`src/rtl/alu_op_sequencer.sv`:
```
// alu_op_sequencer: command-side initiator for the combinational ALU.
// It holds a small operand register file, accepts one register-to-register
// command at a time, presents registered operands to the ALU for a settle
// cycle, captures the ALU answer, writes it back to the destination register
// and offers it on a valid/ready result channel.
module alu_op_sequencer #(
  parameter int WIDTH = 6,
  parameter int NREG  = 4,
  localparam int AW   = $clog2(NREG)
) (
  input  logic             clk,
  input  logic             rst,
  // command channel
  input  logic             cmd_valid,
  output logic             cmd_ready,
  input  logic [2:0]       cmd_fxn,
  input  logic [AW-1:0]    cmd_ra,
  input  logic [AW-1:0]    cmd_rb,
  input  logic [AW-1:0]    cmd_rd,
  // direct register-file load
  input  logic             wr_en,
  input  logic [AW-1:0]    wr_addr,
  input  logic [WIDTH-1:0] wr_data,
  // debug read port
  input  logic [AW-1:0]    rd_addr,
  output logic [WIDTH-1:0] rd_data,
  // ALU side
  output logic [WIDTH-1:0] alu_a,
  output logic [WIDTH-1:0] alu_b,
  output logic [2:0]       alu_fxn,
  input  logic [WIDTH-1:0] alu_ans,
  // result channel
  output logic             res_valid,
  input  logic             res_ready,
  output logic [WIDTH-1:0] res_data,
  output logic [AW-1:0]    res_rd,
  output logic             res_zero,
  output logic             busy
);

  typedef enum logic [1:0] {
    IDLE         = 2'd0,
    ISSUE        = 2'd1,
    CAPTURE_WAIT = 2'd2,
    RESP         = 2'd3
  } state_t;

  state_t state_reg;

  // Flattened view of the register file, one element per generated register.
  logic [WIDTH-1:0] reg_file [NREG];

  // The writeback happens on the edge that leaves CAPTURE_WAIT.
  logic capture;
  assign capture = (state_reg == CAPTURE_WAIT);

  genvar gi;
  generate
    for (gi = 0; gi < NREG; gi++) begin : g_reg
      logic [WIDTH-1:0] q_reg;

      // One operand register: ALU writeback takes priority over a direct load
      // aimed at the same register on the same edge.
      always_ff @(posedge clk or posedge rst) begin
        if (rst) begin
          q_reg <= '0;
        end else if (capture && (res_rd == AW'(gi))) begin
          q_reg <= alu_ans;
        end else if (wr_en && (wr_addr == AW'(gi))) begin
          q_reg <= wr_data;
        end
      end

      assign reg_file[gi] = q_reg;
    end
  endgenerate

  assign rd_data = reg_file[rd_addr];

  // Ready only when idle; forced low while reset is held so nothing is
  // handshaken during reset.
  assign cmd_ready = (state_reg == IDLE) && !rst;
  assign busy      = (state_reg != IDLE);

  // Command sequencing: accept, let the ALU settle one cycle, capture, then
  // hold the result until the consumer takes it.
  always_ff @(posedge clk or posedge rst) begin
    if (rst) begin
      state_reg <= IDLE;
      alu_a     <= '0;
      alu_b     <= '0;
      alu_fxn   <= '0;
      res_data  <= '0;
      res_rd    <= '0;
      res_valid <= 1'b0;
      res_zero  <= 1'b1;
    end else begin
      case (state_reg)
        IDLE: begin
          if (cmd_valid) begin
            // Operands are sampled here; a load on this same edge is not seen.
            alu_a     <= reg_file[cmd_ra];
            alu_b     <= reg_file[cmd_rb];
            alu_fxn   <= cmd_fxn;
            res_rd    <= cmd_rd;
            state_reg <= ISSUE;
          end
        end
        ISSUE: begin
          state_reg <= CAPTURE_WAIT;
        end
        CAPTURE_WAIT: begin
          res_data  <= alu_ans;
          res_zero  <= (alu_ans == '0);
          res_valid <= 1'b1;
          state_reg <= RESP;
        end
        RESP: begin
          if (res_ready) begin
            res_valid <= 1'b0;
            state_reg <= IDLE;
          end
        end
        default: begin
          state_reg <= IDLE;
        end
      endcase
    end
  end

endmodule

```
`config.mk`:
```
export PLATFORM = sky130hd
export DESIGN_NAME = alu_op_sequencer
export DESIGN_NICKNAME = d
export VERILOG_FILES = /design/src/rtl/alu_op_sequencer.sv
export SDC_FILE = /design/constraint.sdc
export NUM_CORES = 1
export LEC_CHECK = 0
export CORE_MARGIN = 5
export CORE_UTILIZATION = 25
export DETAILED_ROUTE_END_ITERATION = 12
export GPL_TIMING_DRIVEN = 0
export MAX_ROUTING_LAYER = met4
export PLACE_DENSITY = 0.55
export SLEW_MARGIN = 20
export SYNTH_ARGS = -nofsm -noshare
export SYNTH_HDL_FRONTEND = slang
export SYNTH_SLANG_ARGS = --single-unit
```
`constraint.sdc`:
```
create_clock -name clk -period 2.15 [get_ports clk]
set_input_delay 0.215 -clock clk [delete_from_list [all_inputs] [get_ports clk]]
set_output_delay 0.215 -clock clk [all_outputs]
set_load 0.1 [all_outputs]
```
==> run summary <==
Largest net degree at the start of global routing -> 52
CTS buffer count -> 5
Congestion Overflow GR -> 0
Yosys reg bits -> 51
Final Hold Vio Count -> 0
ANT cells -> 0
Clock Latency Late Sink -> 0.30 ns
Vias in the first global route -> 2016
Worst slew pin tran -> 0.9933 ns
Final Max Tran Viols -> 0
Final setup fails -> 0
Max stage delay on crit path -> 1.14 ns
Fin crit period -> 2.026 ns
Synthesized Nets -> 239
DR vias/cell -> 4.593
Worst Setup Path Type -> reg -> out
Initial antenna violation count -> 0
Die height -> 113.3 um
RePlAce Congestion -> 0.7595
CTS root buf -> clkbuf_8
Worst EP arrival -> 1.81 ns
Post-route cell area -> 3586 um^2
CP startpoint kind -> flop
Top cells by area, synth -> dfrtp_1 47%, mux4_2 15%, mux2_2 10%, mux2i_1 9.4%, a21oi_1 3.8%
Crit-path leading delay family -> buffers and inverters
Worst path required time -> 1.93 ns
Slowest cell on crit path -> clkdlybuf4s50_1
Sequential share of the synthesized area -> 47.87%
Clock Skews -> 0.01240 ns
Routed WL -> 6599 um
NumNets Final -> 305
DIE WIDTH -> 113.3 um
First-pass GRT wire length -> 10680 um
Routed wire per std cell -> 16.17 um
Reg clk slew, reported paths -> 0.10 ns
Netlist cell types -> 23
Via count -> 1874
Critical Path Fanout Max -> 2
Status -> finished, final reports clean
Post-synth top area share -> 46.88%
Placed inst area -> 3440 um^2
Row cnt -> 37
Hold WS -> 0.4127 ns
DP HPWL -> 5168 um
TritonCTS clock tree -> yes
CTS H-tree depth -> 2
Synth warn -> 0
PortBufs -> 59
Iteration-0 DRC Markers -> 80
Share of cells above drive strength 1 -> 25.74%
CP bufs+invs -> 1
Gr usage total -> 10.75%
Synth Instances -> 205
Worst-path cell chain -> clkdlybuf4s50_1
Antenna-violating nets left -> 0
I/O pins -> 63
Final period utilization -> 94.25%
Post-synth top area cell -> dfrtp_1
Worst Hold Class -> in -> reg
Starting Density -> 25.74%
Max FFs per register -> 24
Die area -> 12840 um^2
Endpoint type of the worst setup path -> output pin
Drt pass-1 iters -> 4
Area Growth Syn to Fin -> 34.36%
Drc violations -> 0
RSZ-0062 raised after global routing -> no
Max Freq -> 493.5 MHz
Core area -> 10370 um^2
Netlist Area Pre-Place -> 2669 um^2
Relative slew slack -> 33.57%
Max Cap Viol -> 0
Clock sink total -> 51
Mapped Avg Cell Area -> 13.02 um^2
Clock Tree Buf Depth -> 2
[final timing paths]
path | end | slack [ns] | from | cells past startpoint
setup / recovery | res_valid | 0.12 | res_valid | 1
hold / removal | alu_b[2] | 0.41 | cmd_rb[0] | 3
setup reg to reg | res_rd[1] | 0.40 | state_reg[1] | 5
hold reg to reg | res_zero | 0.50 | res_zero | 2
max in group asynchronous | res_data[5] | 1.27 | rst | 2
min in group asynchronous | res_rd[0] | 0.42 | rst | 2
[cells in the mapped netlist]
| cell type | n |
|---|---|
| a21oi_1 | 20 |
| and3_1 | 1 |
| and3b_1 | 2 |
| buf_1 | 1 |
| buf_2 | 6 |
| buf_6 | 2 |
| clkbuf_1 | 2 |
| dfrtp_1 | 50 |
| dfstp_2 | 1 |
| ha_1 | 4 |
| inv_1 | 6 |
| mux2_2 | 24 |
| mux2i_1 | 25 |
| mux4_2 | 18 |
| nand2_1 | 7 |
| nand3_1 | 2 |
| nand3b_1 | 2 |
| nor2_1 | 21 |
| nor3b_4 | 1 |
| nor4_1 | 1 |
| o21ai_0 | 7 |
| o22ai_1 | 1 |
| or3b_1 | 1 |
[area by class of cell]
type / count / area (um^2)
clock inverter: 3 / 67.56
timing repair buffer: 59 / 600.6
sequential: 51 / 1277
inverter: 6 / 25.02
buffer: 11 / 63.81
fill: 1061 / 6784
tap: 136 / 170.2
clock buffer: 5 / 68.82
multi-input combinational: 137 / 1313
[metrics by stage]
stage	TNS, ns	utilization [%]	cells	worst slack [ns]
after global routing	0	34.58	408	0.06273
after floorplan	0	-	205	0.2032
after global placement	-24.93	33.14	400	-0.4592
after detailed placement	-2.204	33.17	400	-0.3682
after CTS	0	34.56	408	0.02787
final	0	34.58	408	0.1237
[repair_timing]
item                                    in CTS  in global routing
cloned                                       0                  0
setup buffers                                0                  0
endpoints found under the setup margin      10                  1
hold endpoints to repair                     0                  0
hold buffers                                 0                  0
resized for setup                           26                  1
[cells in the final DEF (no fill, tap or decap), types with 4 or more instances in the layout]
cell | Yosys | final
clkdlybuf4s15_2 | 0 | 8
mux4_2 | 18 | 18
o21ai_0 | 7 | 7
inv_1 | 6 | 5
mux2i_1 | 25 | 25
ha_1 | 4 | 4
dfrtp_1 | 50 | 50
clkdlybuf4s50_1 | 0 | 48
a21oi_1 | 20 | 20
buf_2 | 6 | 6
mux2_2 | 24 | 24
clkbuf_8 | 0 | 5
nor2_1 | 21 | 20
nand2_1 | 7 | 7
[cell families (layout without fill, tap and decap cells)]
logic type | after synthesis | after routing | synth area share [%]
compound gates | 28 | 28 | 5.298
fa+ha+maj | 4 | 4 | 1.875
buf+inv | 17 | 84 | 3.235
flops | 51 | 51 | 47.87
mux | 67 | 67 | 34.69
simple gates | 38 | 38 | 7.033
[metal layers]
layer,vias up,GRT usage [%],wire length (um),part of all wire (%)
met4,0,2.644,97,1.5
met2,54,17.61,3242,49
li1,887,-,-,-
met5,-,-,0,0
met3,8,2.032,236,3.6
met1,925,13.77,3023,46
Power is left out: the tool's default activity adds up to more than one toggle a clock period on the data nets, which glitch-free logic cannot reach.
==> edit (same settings) <==
Make the reset (`rst`) synchronous in 2 clocked blocks.
--- a/src/rtl/alu_op_sequencer.sv
+++ b/src/rtl/alu_op_sequencer.sv
@@ -61,7 +61,7 @@
 
       // One operand register: ALU writeback takes priority over a direct load
       // aimed at the same register on the same edge.
-      always_ff @(posedge clk or posedge rst) begin
+      always_ff @(posedge clk) begin
         if (rst) begin
           q_reg <= '0;
         end else if (capture && (res_rd == AW'(gi))) begin
@@ -84,7 +84,7 @@
 
   // Command sequencing: accept, let the ALU settle one cycle, capture, then
   // hold the result until the consumer takes it.
-  always_ff @(posedge clk or posedge rst) begin
+  always_ff @(posedge clk) begin
     if (rst) begin
       state_reg <= IDLE;
       alu_a     <= '0;
Formal check against the unedited RTL: differs if rst is asserted again (counterexample within 4 cycles, from zero or initial values and one cycle with rst high); with rst held inactive, the same outputs for 10 cycles.
==> edit against the original RTL <==
  * Critical path depth rose by 2
  * Sequential cell count did not move
  * Maximum frequency fell by 1.0%
  * Die area barely moved
  * Sequential share of layout area fell by 6.7 points
  * Area after synthesis barely moved
  * Synthesized cell count rose by 39%
  * Worst setup slack got worse by 21 ps
  * Design area fell by 1.5%
  * Largest cell class unchanged
  * Wire length rose by 18%
  * First-iteration DRC count rose by 66%
==> edit: results <==
{
  "outcome": "complete, no violations",
  "wl_per_cell_um": 16.0,
  "grt_usage_pct": 12.7,
  "synth_area_leaders": "dfxtp_1 38%, mux4_2 15%, nand2_1 9.6%",
  "synth_common_cells": "68 x nand2_1, 51 x dfxtp_1, 27 x a21oi_1",
  "r2r-end": "g_reg[3].q_reg[0]",
  "crit_path_max_fanout": 6,
  "regToRegSetupSlack_ps": 460,
  "placed_cells": 478,
  "skew_ps": 7.79,
  "fin_ws_ps": 102,
  "synth_mux_area_share_pct": 20.5,
  "drive_above_1_share_pct": 15.7,
  "synth_fa_ha_area_share_pct": 1.88,
  "fillers": 1107,
  "buf_share_pct": 19.0,
  "seq_cells": 51,
  "nNetsFinal": 383,
  "signal_buffers": 79,
  "avgSynthCellArea_um2": 9.39,
  "via_per_inst": 4.82,
  "n_all_inverters": 4,
  "port_buffers": 58,
  "synthArstFlopShare_pct": 0,
  "syn_nets": 318,
  "ys_types": 31
}
-- edit: cell types whose count changed after synthesis, sizes merged, moves of 8 or more --
cell,unedited run,this run
mux2,24,0
clkbuf,2,10
o31ai,0,15
dfxtp,0,51
nand2,7,68
a31oi,0,10
mux2i,25,14
dfrtp,50,0
nor2,21,9
-- edit: layer usage --
layer  track usage [%]  up-vias  share of wire [%]
met3              2.67        7                5.8
met2              19.5       74                 45
met1              17.3     1104                 48
met5                 -        -                  0
li1                  -     1159                  -
met4              2.64        0               0.71
-- edit: where the power goes --
| group | leakage (nW) | internal, mW | switching (mW) |
|---|---|---|---|
| Combinational | 0.854 | 0.549 | 1.30 |
| Sequential | 0.416 | 1.10 | 0.143 |
| Clock | 0.0612 | 0.377 | 0.334 |
-- edit: worst max-delay path, delay by kind of cell --
family / cells / cell delay (ps)
buffers and inverters: 2 / 1050
muxes: 1 / 570
